File: src/rtl/db_read_addr_gen.sv
// db_read_addr_gen: affine read-address generator for the double-buffer memory core.
// Walks up to NUM_DIMS nested loops from a base address, emits iter_cnt addresses over a
// valid/ready handshake, then pulses done for one cycle.
module db_read_addr_gen #(
  parameter int ADDR_W   = 16,
  parameter int RANGE_W  = 32,
  parameter int NUM_DIMS = 6
) (
  input  logic                         clk,
  input  logic                         reset,
  input  logic                         flush,
  input  logic                         start,
  input  logic [ADDR_W-1:0]            starting_addr,
  input  logic [3:0]                   dimensionality,
  input  logic [NUM_DIMS*ADDR_W-1:0]   stride,
  input  logic [NUM_DIMS*RANGE_W-1:0]  range,
  input  logic [RANGE_W-1:0]           iter_cnt,
  output logic [ADDR_W-1:0]            addr_out,
  output logic                         addr_valid,
  input  logic                         addr_ready,
  output logic                         busy,
  output logic                         done
);

  typedef enum logic [1:0] {
    IDLE = 2'd0,
    RUN  = 2'd1,
    DONE = 2'd2
  } state_t;

  localparam logic [3:0] MAX_DIMS = 4'(NUM_DIMS);

  state_t state_q;
  state_t state_d;

  logic [ADDR_W-1:0]  base_q;
  logic [3:0]         dims_q;
  logic [ADDR_W-1:0]  stride_q [NUM_DIMS];
  logic [RANGE_W-1:0] range_q  [NUM_DIMS];
  logic [RANGE_W-1:0] iter_q;

  logic [RANGE_W-1:0] cnt_q    [NUM_DIMS];
  logic [RANGE_W-1:0] cnt_d    [NUM_DIMS];
  logic [ADDR_W-1:0]  off_q    [NUM_DIMS];
  logic [ADDR_W-1:0]  off_d    [NUM_DIMS];
  logic [NUM_DIMS:0]  carry;
  logic [RANGE_W-1:0] emit_q;
  logic [ADDR_W-1:0]  addr_q;
  logic [ADDR_W-1:0]  addr_next;
  logic [3:0]         dims_in;

  logic accept;
  logic xfer;
  logic last_xfer;

  assign accept    = (state_q == IDLE) && start;
  assign xfer      = (state_q == RUN) && addr_ready;
  assign last_xfer = xfer && (emit_q == (iter_q - 1'b1));
  assign addr_out  = addr_q;

  // Normalise the requested dimensionality: zero means one loop, anything above NUM_DIMS is capped.
  always_comb begin
    dims_in = dimensionality;
    if (dimensionality == 4'd0) begin
      dims_in = 4'd1;
    end else if (dimensionality > MAX_DIMS) begin
      dims_in = MAX_DIMS;
    end
  end

  // Advance the loop nest by one step: each dimension keeps a running offset (cnt*stride) so the
  // next address is a sum of registers rather than a set of multiplies.
  always_comb begin
    carry[0] = 1'b1;
    for (int i = 0; i < NUM_DIMS; i++) begin
      cnt_d[i]     = cnt_q[i];
      off_d[i]     = off_q[i];
      carry[i + 1] = 1'b0;
      if ((4'(i) < dims_q) && carry[i]) begin
        if (cnt_q[i] == (range_q[i] - 1'b1)) begin
          cnt_d[i]     = '0;
          off_d[i]     = '0;
          carry[i + 1] = 1'b1;
        end else begin
          cnt_d[i] = cnt_q[i] + 1'b1;
          off_d[i] = off_q[i] + stride_q[i];
        end
      end
    end
    addr_next = base_q;
    for (int i = 0; i < NUM_DIMS; i++) begin
      addr_next = addr_next + off_d[i];
    end
  end

  // State register; flush is an abort with exactly the same effect as reset.
  always_ff @(posedge clk) begin
    if (reset || flush) begin
      state_q <= IDLE;
    end else begin
      state_q <= state_d;
    end
  end

  // Next-state and handshake/status outputs.
  always_comb begin
    state_d    = state_q;
    addr_valid = 1'b0;
    busy       = 1'b0;
    done       = 1'b0;
    case (state_q)
      IDLE: begin
        if (start) begin
          state_d = (iter_cnt == '0) ? DONE : RUN;
        end
      end
      RUN: begin
        addr_valid = 1'b1;
        busy       = 1'b1;
        if (last_xfer) begin
          state_d = DONE;
        end
      end
      DONE: begin
        done    = 1'b1;
        state_d = IDLE;
      end
      default: begin
        state_d = IDLE;
      end
    endcase
  end

  // Configuration capture on accept, then counter/offset/address update on every transfer.
  always_ff @(posedge clk) begin
    if (reset || flush) begin
      base_q <= '0;
      dims_q <= '0;
      iter_q <= '0;
      emit_q <= '0;
      addr_q <= '0;
      for (int i = 0; i < NUM_DIMS; i++) begin
        stride_q[i] <= '0;
        range_q[i]  <= '0;
        cnt_q[i]    <= '0;
        off_q[i]    <= '0;
      end
    end else if (accept) begin
      base_q <= starting_addr;
      dims_q <= dims_in;
      iter_q <= iter_cnt;
      emit_q <= '0;
      addr_q <= (iter_cnt != '0) ? starting_addr : '0;
      for (int i = 0; i < NUM_DIMS; i++) begin
        stride_q[i] <= stride[i*ADDR_W +: ADDR_W];
        range_q[i]  <= (range[i*RANGE_W +: RANGE_W] == '0) ? RANGE_W'(1)
                                                            : range[i*RANGE_W +: RANGE_W];
        cnt_q[i]    <= '0;
        off_q[i]    <= '0;
      end
    end else if (xfer) begin
      if (last_xfer) begin
        emit_q <= '0;
        addr_q <= '0;
        for (int i = 0; i < NUM_DIMS; i++) begin
          cnt_q[i] <= '0;
          off_q[i] <= '0;
        end
      end else begin
        emit_q <= emit_q + 1'b1;
        addr_q <= addr_next;
        for (int i = 0; i < NUM_DIMS; i++) begin
          cnt_q[i] <= cnt_d[i];
          off_q[i] <= off_d[i];
        end
      end
    end
  end

  // A stalled address must stay presented unchanged until the consumer takes it.
  valid_holds_a: assert property (@(posedge clk) disable iff (reset || flush)
    (addr_valid && !addr_ready) |=> (addr_valid && $stable(addr_out)));

  // done is a single-cycle pulse.
  done_pulse_a: assert property (@(posedge clk) disable iff (reset || flush)
    done |=> !done);

endmodule
File: config.mk
export PLATFORM = sky130hd
export DESIGN_NAME = db_read_addr_gen
export DESIGN_NICKNAME = d
export VERILOG_FILES = /design/src/rtl/db_read_addr_gen.sv
export SDC_FILE = /design/constraint.sdc
export NUM_CORES = 2
export LEC_CHECK = 0
export CAP_MARGIN = 25
export CORE_AREA = 2 2 287 289
export CTS_BUF_LIST = sky130_fd_sc_hd__clkbuf_8
export DETAILED_ROUTE_END_ITERATION = 8
export DIE_AREA = 0 0 289 291
export GPL_TIMING_DRIVEN = 0
export PLACE_DENSITY = 0.8
export SYNTH_ARGS = -nofsm -noshare
export SYNTH_HDL_FRONTEND = slang
export SYNTH_SLANG_ARGS = --single-unit
File: constraint.sdc
create_clock -name clk -period 10.2 [get_ports clk]
set_clock_uncertainty 0.1 [all_clocks]
set_input_delay 2.04 -clock clk [delete_from_list [all_inputs] [get_ports clk]]
set_output_delay 2.04 -clock clk [all_outputs]
set_load 0.01 [all_outputs]
==> results.tsv <==
metric	value	unit
run_status	finished, final reports clean	
cts-hold-fix-buffers	0	
ff2ff_path_depth	35	
cts_made_buffers	115	
synth_warnings	0	
die_w	289	µm
synth_cells	4476	
critPathLaunchType	flip-flop	
path_max_fanout	10	
finalWorstSetupSlack	0.206	ns
grt_max_degree	76	
drt_iter0_drc	2915	
setup_viol	0	
synth.most_common_cell	edfxtp_1	
path_clk_slew	0.07	ns
synth.distinct_cells	102	
timing.final.crit_share	98.0	%
startpoint	range_q[0][3]$_SDFFCE_PP0P_	
pin_count	364	
timing.rr.start	range_q[0][3]$_SDFFCE_PP0P_	
htree_levels	3	
final-hold-violation-count	0	
rows	105	
coreArea	0.0812	mm²
holdPathStages	2	
p_leak	0.0201	µW
synth_common_cells	edfxtp_1 (576), nor2_1 (519), nand2_1 (323), xnor2_1 (323), xor2_1 (259)	
path_class	flip-flop to flip-flop	
wl	122000	µm
synth_top_area_share	39.2	%
ys_ff_latch	678	
grt_pass1_vias	35924	
vias	36100	
clock_sinks	678	
synth_enable_flop_cells	576	
numPortBuffers	363	
synth_nets	5020	
cp.required	10.77	ns
grt_pass1_wl	190000	µm
wire_per_inst	19.8	µm
crit_slowest_cell	fa_1	
cap_violations	0	
synthFlopType	edfxtp_1	
synth_area_leader_cell	edfxtp_1	
synth_area	0.0441	mm²
grt_util_all_layers	28.6	%
hpwl	94300	µm
post_dp_cell_area	0.0494	mm²
synth.top_cells.by_area	edfxtp_1 (39%), xnor2_1 (6.4%), xor2_1 (5.1%)	
viasPerCell	5.85	
die_h	291	µm
crit_family	adder cells	
root_buffer	clkbuf_8	
layout-drive-gt1-share	6.33	%
max_slew_margin	28.0	%
antenna_found_initial	14	
clock_path_buffers	3	
cp-end-kind	flip-flop	
ant_nets	0	
die-area	0.0841	mm²
min_from	iter_q[1]$_SDFFE_PP0P_	
cpMostUsedCell	fa_1	
slowest_delay	0.57	ns
final_nets	5538	
ys_async_sr_fraction	0	%
cts_tree	done	
hold_class	flip-flop to flip-flop	
areaGrowthSynthToFinish	18.2	%
clock_latency	0.76	ns
powerDensity	140	mW/mm²
cp.arrival	10.56	ns
start_util	54.3	%
final_area	0.0521	mm²
drc_errors	0	
tightest_slew	1.08	ns
period_needed	9.99	ns
worstSetupPathDepth	35	
report.final.slew_viol_count	0	
worstPathBufferInverterCount	6	
grt.overflow.total	0	
peakVddDrop	91.2	µV
fillers	6528	
preCtsSetupSlack	-0.642	ns
fmax	0.100	GHz
syn_avg_cell_area	9.85	µm²
gp_congestion	0.959	
drt_first_pass_iters	6	
yosysSeqAreaShare	43.9	%
## worst paths after layout
check                                    to  slack, ns
setup reg to reg  addr_out[15]$_SDFFE_PP0P_       0.21
hold / removal       iter_q[1]$_SDFFE_PP0P_       0.37
setup / recovery  addr_out[15]$_SDFFE_PP0P_       0.21
hold reg to reg      iter_q[1]$_SDFFE_PP0P_       0.37
## cell usage in the layout, fill, tap and decap left out, types with 26 or more instances in the layout
master | synthesis | routed
xnor2_1 | 323 | 323
nand2_1 | 323 | 321
clkdlybuf4s50_1 | 0 | 363
and2_1 | 235 | 235
mux2i_1 | 30 | 30
edfxtp_1 | 576 | 576
xor2_1 | 259 | 259
nand3_1 | 149 | 148
or4_1 | 36 | 36
clkbuf_8 | 0 | 130
nand2b_1 | 29 | 29
nor4_1 | 122 | 115
clkinv_1 | 0 | 29
ha_1 | 121 | 121
nor3_1 | 141 | 136
clkbuf_1 | 165 | 157
mux2_2 | 31 | 32
o211ai_1 | 29 | 29
a21o_1 | 31 | 31
fa_1 | 78 | 78
nor2b_1 | 71 | 69
and3_1 | 171 | 171
buf_4 | 1 | 32
nor2_1 | 519 | 518
a21oi_1 | 172 | 167
dfxtp_1 | 102 | 102
o21ai_0 | 66 | 66
a31oi_1 | 26 | 26
inv_1 | 166 | 195
nand4_1 | 75 | 75
or3_1 | 32 | 31
o21bai_1 | 32 | 32
## through the flow
| stage | utilization [%] | power (µW) | TNS [ns] | hold WS, ns | instances |
|---|---|---|---|---|---|
| after floorplan | - | 4330 | 0 | 0.336 | 4476 |
| after global placement | 60.4 | 4820 | -1112.42 | 0.358 | 5909 |
| after detailed placement | 60.9 | 4840 | -1.18 | 0.364 | 5924 |
| after CTS | 63.8 | 7300 | 0 | 0.372 | 6140 |
| after global routing | 64.2 | 7610 | -0.124 | 0.397 | 6163 |
| final | 64.2 | 7310 | 0 | 0.366 | 6168 |
## worst min-delay path: cells and delay by family (launching register included)
family	cells	cell delay [ns]
DFF	1	0.31
and+or+nand+nor	1	0.05
AOI/OAI and AO/OA	1	0.05
## sequential cells by signal (all words and copies together), names as in the netlist
signal / cells
cnt_q: 192
base_q: 16
off_q: 96
range_q: 192
dims_q: 4
addr_out: 16
stride_q: 96
state_q: 2
iter_q: 32
emit_q: 32
## routing by layer
layer	wire (µm)	up-vias	share of wire (%)	global-route usage (%)
li1	-	17194	-	-
met1	50000	17276	41	36.9
met2	58600	1335	48	47.8
met3	8820	279	7.2	5.03
met4	4820	16	3.9	11.0
met5	114	-	0.093	0
## report_power, final
part	switching [µW]	internal, µW	total, µW
Combinational	848	677	1530
Clock	1180	1270	2450
Sequential	167	3160	3330
## cell type report
type                            instances  area, µm²  area share (%)
Antenna cell                            8       20.0          0.0384
Buffer                                175        683            1.31
Clock buffer                          130       1790            3.43
Clock inverter                         83        474           0.910
Inverter                              166        626            1.20
Multi-Input combinational cell       3452      23700            45.5
Sequential cell                       678      19300            37.1
Tap cell                             1070       1340            2.57
Timing Repair Buffer                  406       4140            7.95
## cells by family (layout without fill, tap and decap cells)
family,Yosys count,after routing,synth area share [%]
AO/OA/AOI/OAI,578,578,8.85
flip-flops,678,678,43.9
other,0,8,0
AND/OR/NAND/NOR,2013,2013,23.8
adder cells (fa/ha/maj),200,200,7.00
XOR/XNOR,583,583,11.6
multiplexers,78,78,1.91
buffers and inverters,346,960,2.99
## repair_timing
| item | 4_1_cts | 5_1_grt |
|---|---|---|
| pin swaps | 3 | 14 |
| setup buffers | 4 | 24 |
| gates resized for setup | 12 | 32 |
| endpoints found under the hold margin | 0 | 0 |
| endpoints found under the setup margin | 4 | 5 |
No activity file was read; power rests on OpenSTA's default activity.
